File: src/rtl/mem_stage.sv
// mem_stage: memory-access pipeline stage between exe and writeback.
// Holds one instruction. Loads and stores wait here for the data-SRAM
// response (data_ok). Loads then pick out the addressed byte, half or word
// and extend it. The stage drives the writeback bus and gives decode a
// forwarding/stall view.
module mem_stage #(
  parameter int ES_TO_MS_BUS_WD = 82,
  parameter int MS_TO_WS_BUS_WD = 70
) (
  input  logic                       clk,
  input  logic                       resetn,
  input  logic                       ws_allowin,
  output logic                       ms_allowin,
  input  logic                       es_to_ms_valid,
  input  logic [ES_TO_MS_BUS_WD-1:0] es_to_ms_bus,
  input  logic                       data_sram_data_ok,
  input  logic [31:0]                data_sram_rdata,
  output logic                       ms_to_ws_valid,
  output logic [MS_TO_WS_BUS_WD-1:0] ms_to_ws_bus,
  output logic                       ms_fwd_we,
  output logic [4:0]                 ms_fwd_dest,
  output logic [31:0]                ms_fwd_data,
  output logic                       ms_fwd_pending
);

  localparam logic [1:0] IDLE = 2'd0;  // stage empty
  localparam logic [1:0] WAIT = 2'd1;  // memory op waiting for data_ok
  localparam logic [1:0] DONE = 2'd2;  // result ready, waiting for ws_allowin

  logic [1:0]                 state;
  logic [1:0]                 state_next;
  logic [ES_TO_MS_BUS_WD-1:0] ms_bus_r;
  logic [31:0]                data_buf;

  // Fields of the latched instruction
  logic [1:0]  ms_addr;
  logic        ms_mem_we;
  logic        ms_ld_w;
  logic        ms_ld_b;
  logic        ms_ld_bu;
  logic        ms_ld_h;
  logic        ms_ld_hu;
  logic        ms_st_w;
  logic        ms_st_b;
  logic        ms_st_h;
  logic        ms_res_from_mem;
  logic        ms_gr_we;
  logic [4:0]  ms_dest;
  logic [31:0] ms_alu_result;
  logic [31:0] ms_pc;

  assign {ms_addr, ms_mem_we, ms_ld_w, ms_ld_b, ms_ld_bu, ms_ld_h, ms_ld_hu,
          ms_st_w, ms_st_b, ms_st_h, ms_res_from_mem, ms_gr_we, ms_dest,
          ms_alu_result, ms_pc} = ms_bus_r;

  // The stage does not need the store width because the SRAM request is
  // issued upstream. Only the shared mem_we bit matters here.
  logic unused_store_kind;
  assign unused_store_kind = &{1'b0, ms_st_w, ms_st_b, ms_st_h};

  // need_rsp comes from the incoming bus. It decides where a newly accepted
  // instruction lands.
  logic in_need_rsp;
  assign in_need_rsp = es_to_ms_bus[79] | es_to_ms_bus[70];

  logic ms_valid;
  logic ms_ready_go;
  logic accept;
  logic handoff;
  logic ms_gr_we_eff;

  assign ms_valid       = (state != IDLE);
  assign ms_ready_go    = (state == DONE) | ((state == WAIT) & data_sram_data_ok);
  assign ms_allowin     = (state == IDLE) | (ms_ready_go & ws_allowin);
  assign accept         = es_to_ms_valid & ms_allowin;
  assign handoff        = ms_ready_go & ws_allowin;
  assign ms_gr_we_eff   = ms_gr_we & ~ms_mem_we;

  // Next-state selection: a new entry wins, then retirement, then buffering.
  always_comb begin
    // NOTE: default assignment first so that no path leaves state_next unassigned, which would infer a latch.
    state_next = state;
    if (accept) begin
      state_next = in_need_rsp ? WAIT : DONE;
    end else if (handoff) begin
      state_next = IDLE;
    end else if ((state == WAIT) && data_sram_data_ok) begin
      state_next = DONE;
    end
  end

  // State register
  always_ff @(posedge clk or negedge resetn) begin
    // NOTE: sequential state uses non-blocking assignments so that every register samples pre-edge values.
    if (!resetn) begin
      state <= IDLE;
    end else begin
      state <= state_next;
    end
  end

  // Capture the exe payload on acceptance
  always_ff @(posedge clk or negedge resetn) begin
    // NOTE: the payload and data registers are reset so that the output buses read zero after reset.
    if (!resetn) begin
      ms_bus_r <= '0;
    end else if (accept) begin
      ms_bus_r <= es_to_ms_bus;
    end
  end

  // Buffer read data only when it arrives while writeback is stalled
  always_ff @(posedge clk or negedge resetn) begin
    if (!resetn) begin
      data_buf <= '0;
    end else if ((state == WAIT) && data_sram_data_ok && !ws_allowin) begin
      data_buf <= data_sram_rdata;
    end
  end

  // Load extraction: pick and extend the addressed byte, half or word
  logic [31:0] load_src;
  logic [7:0]  byte_sel;
  logic [15:0] half_sel;
  logic [31:0] mem_result;

  always_comb begin
    load_src = (state == WAIT) ? data_sram_rdata : data_buf;
    case (ms_addr)
      2'd0:    byte_sel = load_src[7:0];
      2'd1:    byte_sel = load_src[15:8];
      2'd2:    byte_sel = load_src[23:16];
      default: byte_sel = load_src[31:24];
    endcase
    half_sel = ms_addr[1] ? load_src[31:16] : load_src[15:0];
    if (ms_ld_w) begin
      mem_result = load_src;
    end else if (ms_ld_b) begin
      mem_result = {{24{byte_sel[7]}}, byte_sel};
    end else if (ms_ld_bu) begin
      mem_result = {24'd0, byte_sel};
    end else if (ms_ld_h) begin
      mem_result = {{16{half_sel[15]}}, half_sel};
    end else if (ms_ld_hu) begin
      mem_result = {16'd0, half_sel};
    end else begin
      mem_result = load_src;
    end
  end

  logic [31:0] final_result;
  assign final_result = ms_res_from_mem ? mem_result : ms_alu_result;

  assign ms_to_ws_valid = ms_ready_go;
  assign ms_to_ws_bus   = {ms_gr_we_eff, ms_dest, final_result, ms_pc};

  assign ms_fwd_we      = ms_valid & ms_gr_we_eff;
  assign ms_fwd_dest    = ms_dest;
  assign ms_fwd_data    = final_result;
  assign ms_fwd_pending = (state == WAIT) & ms_res_from_mem & ~data_sram_data_ok;

endmodule

File: config.mk
export PLATFORM = sky130hd
export DESIGN_NAME = mem_stage
export DESIGN_NICKNAME = d
export VERILOG_FILES = /design/src/rtl/mem_stage.sv
export SDC_FILE = /design/constraint.sdc
export NUM_CORES = 1
export LEC_CHECK = 0
export ABC_CLOCK_PERIOD_IN_PS = 3200
export CAP_MARGIN = 20
export CORE_MARGIN = 1
export CORE_UTILIZATION = 30
export CTS_CLUSTER_DIAMETER = 30
export DETAILED_ROUTE_END_ITERATION = 8
export GPL_TIMING_DRIVEN = 0
export PLACE_DENSITY = 0.58
export SYNTH_ARGS = -nofsm -noshare
export SYNTH_HDL_FRONTEND = slang
export SYNTH_SLANG_ARGS = --single-unit
File: constraint.sdc
create_clock -name clk -period 3.2 [get_ports clk]
set_input_delay 0.32 -clock clk [delete_from_list [all_inputs] [get_ports clk]]
set_output_delay 0.32 -clock clk [all_outputs]
set_load 0.02 [all_outputs]
==> flow_summary.ini, run 1 <==
[floorplanning]
die_y_um = 149
die_w_um = 149
core_area_mm2 = 0.0211
fp.dieArea_mm2 = 0.0222
row_count = 53
pin_count = 230
start_util_pct = 30.7

[run_status]
status = complete, but fails checks
violations = negative setup slack

[synthesis]
ys_seq_area_share_pct = 43.6
ys_ff_latch = 113
ys_warn_count = 0
syn-cell-area_mm2 = 0.00648
avgSynthCellArea_um2 = 11.1
synth_cells = 583
synth_cell_types = 38
syn_nets = 702

[routing]
post_drt_wl_per_cell_um = 18.3
first_pass_iters = 4
postRouteAntennaNets = 0
drt_iter0_drc = 239
num_vias = 5497
drc = 0
routed_wl_um = 20600
viasPerCell = 4.89

[setup_path]
r2r_slack_ns = 0.91
r2r_cells = 6
reg2reg_from = state[1]
critPathTopFamily = buffers and inverters
cp-start-kind = register
rr_endpoint = ms_bus_r[38]
worstPathRequired_ns = 2.88
cp_num_buf_inv = 5
slowest_stage = clkdlybuf4s50_1
crit_fanout = 10
setup.worst_path.class = reg -> out
cpMostUsedCell = buf_4
end_kind = output port
arrival_ns = 2.91
cp_slowest_stage_delay_ns = 0.52
path_cells = buf_4 -> nand2b_1 -> buf_6 -> buf_8 -> mux2i_1 -> a22oi_1 -> a21oi_1 -> nor2_2 -> buf_4 -> clkdlybuf4s50_1

[sta]
post-route-period-util_pct = 101
grt_setup_unrepaired = true
relSlewSlack_pct = 45.0
fin_crit_ns = 3.23
max_freq_mhz = 310
final.setup.worst_slack_ns = -0.0281
holdWs_ns = 0.386
skew_ns = 0.00821
hold_viol = 0
worst_pin_slew_ns = 0.826
setup_viol = 1
slew_viol_final = 0

[global_route]
grt_pass1_vias = 5506
grtUsageTotal_pct = 19.0
grt_pass1_wl_um = 31600
grt_max_degree = 75
grt-ovfl-total = 0
antenna_found_initial = 1

[power]
leakagePower_nw = 4.30
vdd_drop_max_mv = 0.532
powerDensity_mw_per_mm2 = 1360

[clock_network]
cts_made_buffers = 17
cts_tree = yes
root_buffer = clkbuf_16
path_clk_slew_ns = 0.06
clockBufferDepth = 2
clock_latency_ns = 0.42
htreeDepth = 4
cts.sinks = 113

[placement]
port-buffer-count = 226
hpwl_um = 15200
gp_congestion = 0.862
place_area_mm2 = 0.00912

[cells_and_area]
antenna_cells = 0
multiInputGateArea_mm2 = 0.00327
seq_area_mm2 = 0.00283
final_nets = 956
fillers = 2069
drive_gt1_share_pct = 38.0
fin_area_mm2 = 0.0101
fin_util_pct = 48.1
areaGrowthSynthToFinish_pct = 56.5

[min_path]
worstHoldPathType = in -> async

[flow_run]
drv_cap = 0
## cell usage in the layout, fill, tap and decap left out, types with 4 or more instances in the layout
cell type | synthesis | routed
buf_8 | 0 | 4
nor2_2 | 0 | 4
o22ai_1 | 4 | 4
a221oi_2 | 8 | 7
a21oi_1 | 23 | 12
mux2i_1 | 28 | 15
mux2i_4 | 0 | 7
clkinv_4 | 0 | 5
mux2i_2 | 0 | 6
buf_2 | 13 | 9
nand2_1 | 28 | 28
dlymetal6s2s_1 | 0 | 4
a221oi_1 | 14 | 9
clkbuf_2 | 0 | 4
mux2_2 | 110 | 110
o21ai_0 | 14 | 14
buf_4 | 78 | 91
a22oi_1 | 8 | 8
dlygate4sd2_1 | 0 | 46
clkdlybuf4s50_1 | 0 | 162
o221ai_1 | 5 | 5
dfrtp_1 | 113 | 112
inv_1 | 7 | 6
and3b_1 | 4 | 4
mux4_2 | 8 | 8
a21o_1 | 4 | 4
clkbuf_1 | 12 | 6
nor2_1 | 66 | 62
a221oi_4 | 0 | 6
clkdlybuf4s15_2 | 0 | 7
inv_6 | 0 | 4
clkbuf_16 | 0 | 17
a21oi_2 | 0 | 8
## routing by layer
metal | routed length, um | vias up | GRT usage [%]
li1 | - | 2543 | -
met1 | 9050 | 2726 | 25.1
met2 | 9640 | 203 | 29.7
met3 | 1590 | 23 | 5.90
met4 | 330 | 2 | 5.41
met5 | 14 | - | 0
## worst reg2reg max path, cell delays in order (launching register included)
cell     delay [ns]
dfrtp_2        0.43
buf_4          0.14
nor2b_1        0.06
a21o_1         0.19
nand2_1        0.26
buf_1          0.67
mux2_2         0.42
## synth_stat cells
master / count / share of area, %
dfrtp_1: 113 / 44
mux4_2: 8 / 2.8
a31oi_1: 2 / 0.19
mux2_2: 110 / 19
and3_1: 1 / 0.097
nor2b_2: 1 / 0.14
nand2b_1: 1 / 0.097
and2_1: 1 / 0.097
nand2_1: 28 / 1.6
a21oi_1: 23 / 1.8
a2111oi_0: 4 / 0.54
a21o_1: 4 / 0.46
o21ai_0: 14 / 1.1
buf_4: 78 / 9.0
nor3_1: 2 / 0.15
o22ai_1: 4 / 0.39
a222oi_1: 1 / 0.15
nand3_1: 2 / 0.15
buf_2: 13 / 1.0
a21boi_0: 3 / 0.35
a221oi_1: 14 / 1.9
o221ai_1: 5 / 0.68
o21a_1: 1 / 0.12
nor4_1: 3 / 0.29
buf_1: 3 / 0.17
and3b_1: 4 / 0.54
mux2_1: 3 / 0.52
a221oi_2: 8 / 1.9
nor2b_1: 2 / 0.19
a22oi_1: 8 / 0.93
o21ai_1: 2 / 0.15
clkbuf_1: 12 / 0.69
inv_1: 7 / 0.41
nor2_1: 66 / 3.8
mux2i_1: 28 / 4.3
o31ai_1: 1 / 0.12
buf_6: 2 / 0.35
a22o_1: 1 / 0.14
## cell families after synthesis
kind of cell    after synthesis  synth area share (%)
compound gates               95                  10.8
simple gates                111                  7.20
flops                       113                  43.6
mux                         149                  26.7
buf+inv                     115                  11.7
## worst max path at each step
stage	slack (ns)	depth (start not counted)	to	start
6_report	-0.03	10	ms_to_ws_bus[36]	state[0]
5_1_grt	-0.17	10	ms_to_ws_bus[36]	state[0]
3_5_place_dp	-0.35	9	ms_to_ws_bus[54]	data_sram_rdata[31]
2_1_floorplan	0.52	7	ms_to_ws_bus[34]	state[0]
3_3_place_gp	-3.01	1	ms_bus_r[38]	resetn
4_1_cts	-0.15	9	ms_to_ws_bus[32]	state[1]
## registers in the layout, indices dropped and copies added (netlist names)
signal	count
state	2
data_buf	32
ms_bus_r	79
## power by group
part           internal [mW]  switching, mW  leakage, nW
Clock                   1.18          0.743        0.292
Sequential              2.16          0.566         1.33
Combinational           4.49           4.67         2.68
Total                   7.83           5.98         4.30
## area by class of cell
class,count,share of cell area [%]
plain buffers,106,7.59
clock buffers,18,4.33
clock inverters,14,1.54
inverters,7,0.259
multi-input cells,355,32.2
flip-flops and latches,113,27.9
well taps,275,3.39
repair buffers,237,22.8
## repair_timing
| action | 4_1_cts | 5_1_grt |
|---|---|---|
| hold endpoints to repair | 39 | 0 |
| hold buffers | 1 | 0 |
| cloned | 0 | 0 |
| resized for setup | 124 | 45 |
| endpoints found under the setup margin | 64 | 58 |
| pin swaps | 4 | 4 |
| setup buffers | 3 | 6 |
## per-stage QoR
step | worst slack [ns] | total power [mW] | std cells | setup TNS [ns]
floorplan | 0.524 | 8.06 | 583 | 0
global placement | -3.01 | 11.5 | 1084 | -348.40
detailed placement | -0.345 | 11.6 | 1085 | -9.73
CTS | -0.147 | 13.6 | 1121 | -0.533
global route | -0.165 | 14.6 | 1125 | -1.09
finish | -0.0281 | 13.8 | 1125 | -0.0281
No activity file was read; power rests on OpenSTA's default activity.
==> run 2: changes to the inputs <==
ABC_AREA = 1   (was not set)
PLACE_DENSITY = 0.57   (was 0.58)
SLEW_MARGIN = 20   (was not set)
==> flow_summary.ini, run 2 <==
[run_status]
status = finished, final reports clean

[floorplanning]
start_util_pct = 31.0
die_w_um = 156
pin_count = 230
fp.dieArea_mm2 = 0.0243
core_area_mm2 = 0.0229
row_count = 55
die_y_um = 156

[setup_path]
cpMostUsedCell = nand2_1
slowest_stage = clkdlybuf4s50_1
end_kind = output port
rr_endpoint = ms_bus_r[23]
r2r_cells = 14
worstPathRequired_ns = 2.88
setup.worst_path.class = reg -> out
reg2reg_from = state[0]
arrival_ns = 2.79
crit_fanout = 10
path_cells = inv_2 -> nand2_4 -> buf_8 -> buf_4 -> nand2_1 -> nand3_1 -> nand3_1 -> o21ai_1 -> nand2_1 -> nand2_1 -> nand2_1 -> clkdlybuf4s50_1
r2r_slack_ns = 0.99
cp-start-kind = register
crit_path_end = ms_fwd_data[6]
cp_slowest_stage_delay_ns = 0.62
timing.critical_path.from = state[1]

[sta]
fin_crit_ns = 3.11
worst_pin_slew_ns = 0.579
setup_viol = 0
relSlewSlack_pct = 61.4
slew_viol_final = 0
grt_setup_unrepaired = true
max_freq_mhz = 322
post-route-period-util_pct = 97.1
skew_ns = 0.00857
final.setup.worst_slack_ns = 0.0935
hold_viol = 0

[clock_network]
cts.sinks = 113
path_clk_slew_ns = 0.07
clock_latency_ns = 0.44
cts_tree = yes
root_buffer = clkbuf_16
htreeDepth = 4
clockBufferDepth = 2
cts_made_buffers = 17

[global_route]
grt-ovfl-total = 0
grt_pass1_vias = 7113
grtUsageTotal_pct = 20.6
grt_pass1_wl_um = 37900
antenna_found_initial = 0
grt_max_degree = 58

[synthesis]
synth_compound_area_share_pct = 7.76
syn_nets = 1199
ys_warn_count = 0
synth_top_area_cell = dfrtp_1
synthMuxAreaShare_pct = 0
ys_seq_area_share_pct = 39.8
avgSynthCellArea_um2 = 6.57
postSynth.asyncResetShare_pct = 100
syn-cell-area_mm2 = 0.00710
synth-edff-count = 0
synth_area_leaders = dfrtp_1 40%, nand2_1 28%, buf_4 8.1%, nand3_1 5.2%, o21ai_0 4.9%
synthAdderAreaFrac_pct = 0
synth_cells = 1080
synth_cell_types = 24
synth.top_cell.area_share_pct = 39.8
synth-main-ff-cell = dfrtp_1
synthXorXnorAreaFrac_pct = 0
synthSimpleGateAreaFrac_pct = 35.3
synth.most_common_cell = nand2_1
ys_top_cells_by_count = 524 x nand2_1, 113 x dfrtp_1, 93 x inv_1, 77 x buf_4, 74 x nand3_1
ys_ff_latch = 113
synth_top_family_by_area = simple AND/OR/NAND/NOR gates

[cells_and_area]
fin_area_mm2 = 0.0107
final_cell_mix = 524 x nand2_1, 173 x clkdlybuf4s50_1, 111 x dfrtp_1
drive_gt1_share_pct = 13.8
top_register = ms_bus_r
fin_util_pct = 46.8
final_nets = 1449
largest_reg_flops = 79
areaGrowthSynthToFinish_pct = 51.0
layout.cells.non_filler = 1656
final_common_cell = nand2_1
top_regs = ms_bus_r x79, data_buf x32, state x2
antenna_cells = 0

[placement]
hpwl_um = 18400
dp.cells = 1620
port-buffer-count = 226
place_area_mm2 = 0.00978
place_ws_ns = -0.00731
gp_congestion = 0.915

[routing]
drt_iter0_drc = 412
drc = 0
post_drt_wl_per_cell_um = 14.9
routed_wl_um = 24700
num_vias = 7456
postRouteAntennaNets = 0
first_pass_iters = 5
viasPerCell = 4.50

[min_path]
worstHoldPathType = in -> reg

[flow_run]
drv_cap = 0

[power]
powerDensity_mw_per_mm2 = 1230
p_total_mw = 13.2
vdd_drop_max_mv = 0.614
leakagePower_nw = 6.11
-- run 2: cell types whose count changed in the layout (fill, tap and decap cells not counted), moves of 14 or more --
cell,delta
o21ai_1,+34
nand3_1,+71
nor2_1,-50
dlymetal6s2s_1,+42
o21ai_2,+14
dlygate4sd2_1,-45
mux2i_1,-15
mux2_2,-110
inv_1,+87
o21ai_0,+34
clkbuf_1,+20
nand2_1,+496
-- run 2: metrics by stage --
stage / hold WS (ns) / setup TNS, ns
final: 0.412 / 0
after global routing: 0.423 / -0.0703
after CTS: 0.401 / -1.10
after detailed placement: 0.343 / -0.0140
after global placement: 0.462 / -338.73
after floorplan: 0.0244 / 0
-- run 2: how the worst min path moves through the flow --
stage	start	end	slack, ns	cells after the start
floorplan	resetn	data_buf[0]	0.02	0
global placement	ms_bus_r[50]	ms_bus_r[50]	0.46	2
detailed placement	resetn	ms_bus_r[67]	0.34	1
CTS	es_to_ms_bus[20]	ms_bus_r[20]	0.40	3
global route	es_to_ms_bus[20]	ms_bus_r[20]	0.42	3
finish	es_to_ms_bus[12]	ms_bus_r[12]	0.41	3
-- run 2: layout make-up --
cell class                 instances  area [um^2]
tap                              313          392
sequential                       113         2830
buffer                           129          872
timing repair buffer             231         2420
clock inverter                    15          151
multi-input combinational        739         3250
inverter                          99          373
fill                            2423        12200
clock buffer                      17          425
-- run 2: cell families (layout without fill, tap and decap cells) --
kind of cell	Yosys count	after routing
AO/OA/AOI/OAI	108	108
flip-flops	113	113
buffers and inverters	228	491
AND/OR/NAND/NOR	631	631
-- run 2: critical path: cells and delay by family (launching register included) --
family,cells,cell delay [ns]
buf+inv,4,1.15
flops,1,0.46
simple gates,7,0.67
compound gates,1,0.07
-- run 2: power by group --
part | switching [mW] | total, mW | internal, mW | leakage, nW
Sequential | 0.453 | 2.58 | 2.13 | 1.40
Clock | 0.802 | 1.89 | 1.09 | 0.279
Combinational | 4.96 | 8.73 | 3.77 | 4.43
-- run 2: what timing repair did --
action                                  in CTS  in global routing
cloned                                       0                  0
hold endpoints to repair                    56                  0
buffers inserted                             0                  3
endpoints found under the setup margin      63                 63
gates resized for setup                     50                 86
hold buffers                                 1                  0
pin swaps                                    0                  1
-- run 2: routing by layer --
metal | share of wire [%] | global-route usage, %
met3 | 7.4 | 5.31
met2 | 46 | 33.0
met4 | 2.3 | 8.36
met1 | 44 | 26.3
met5 | 0 | 0
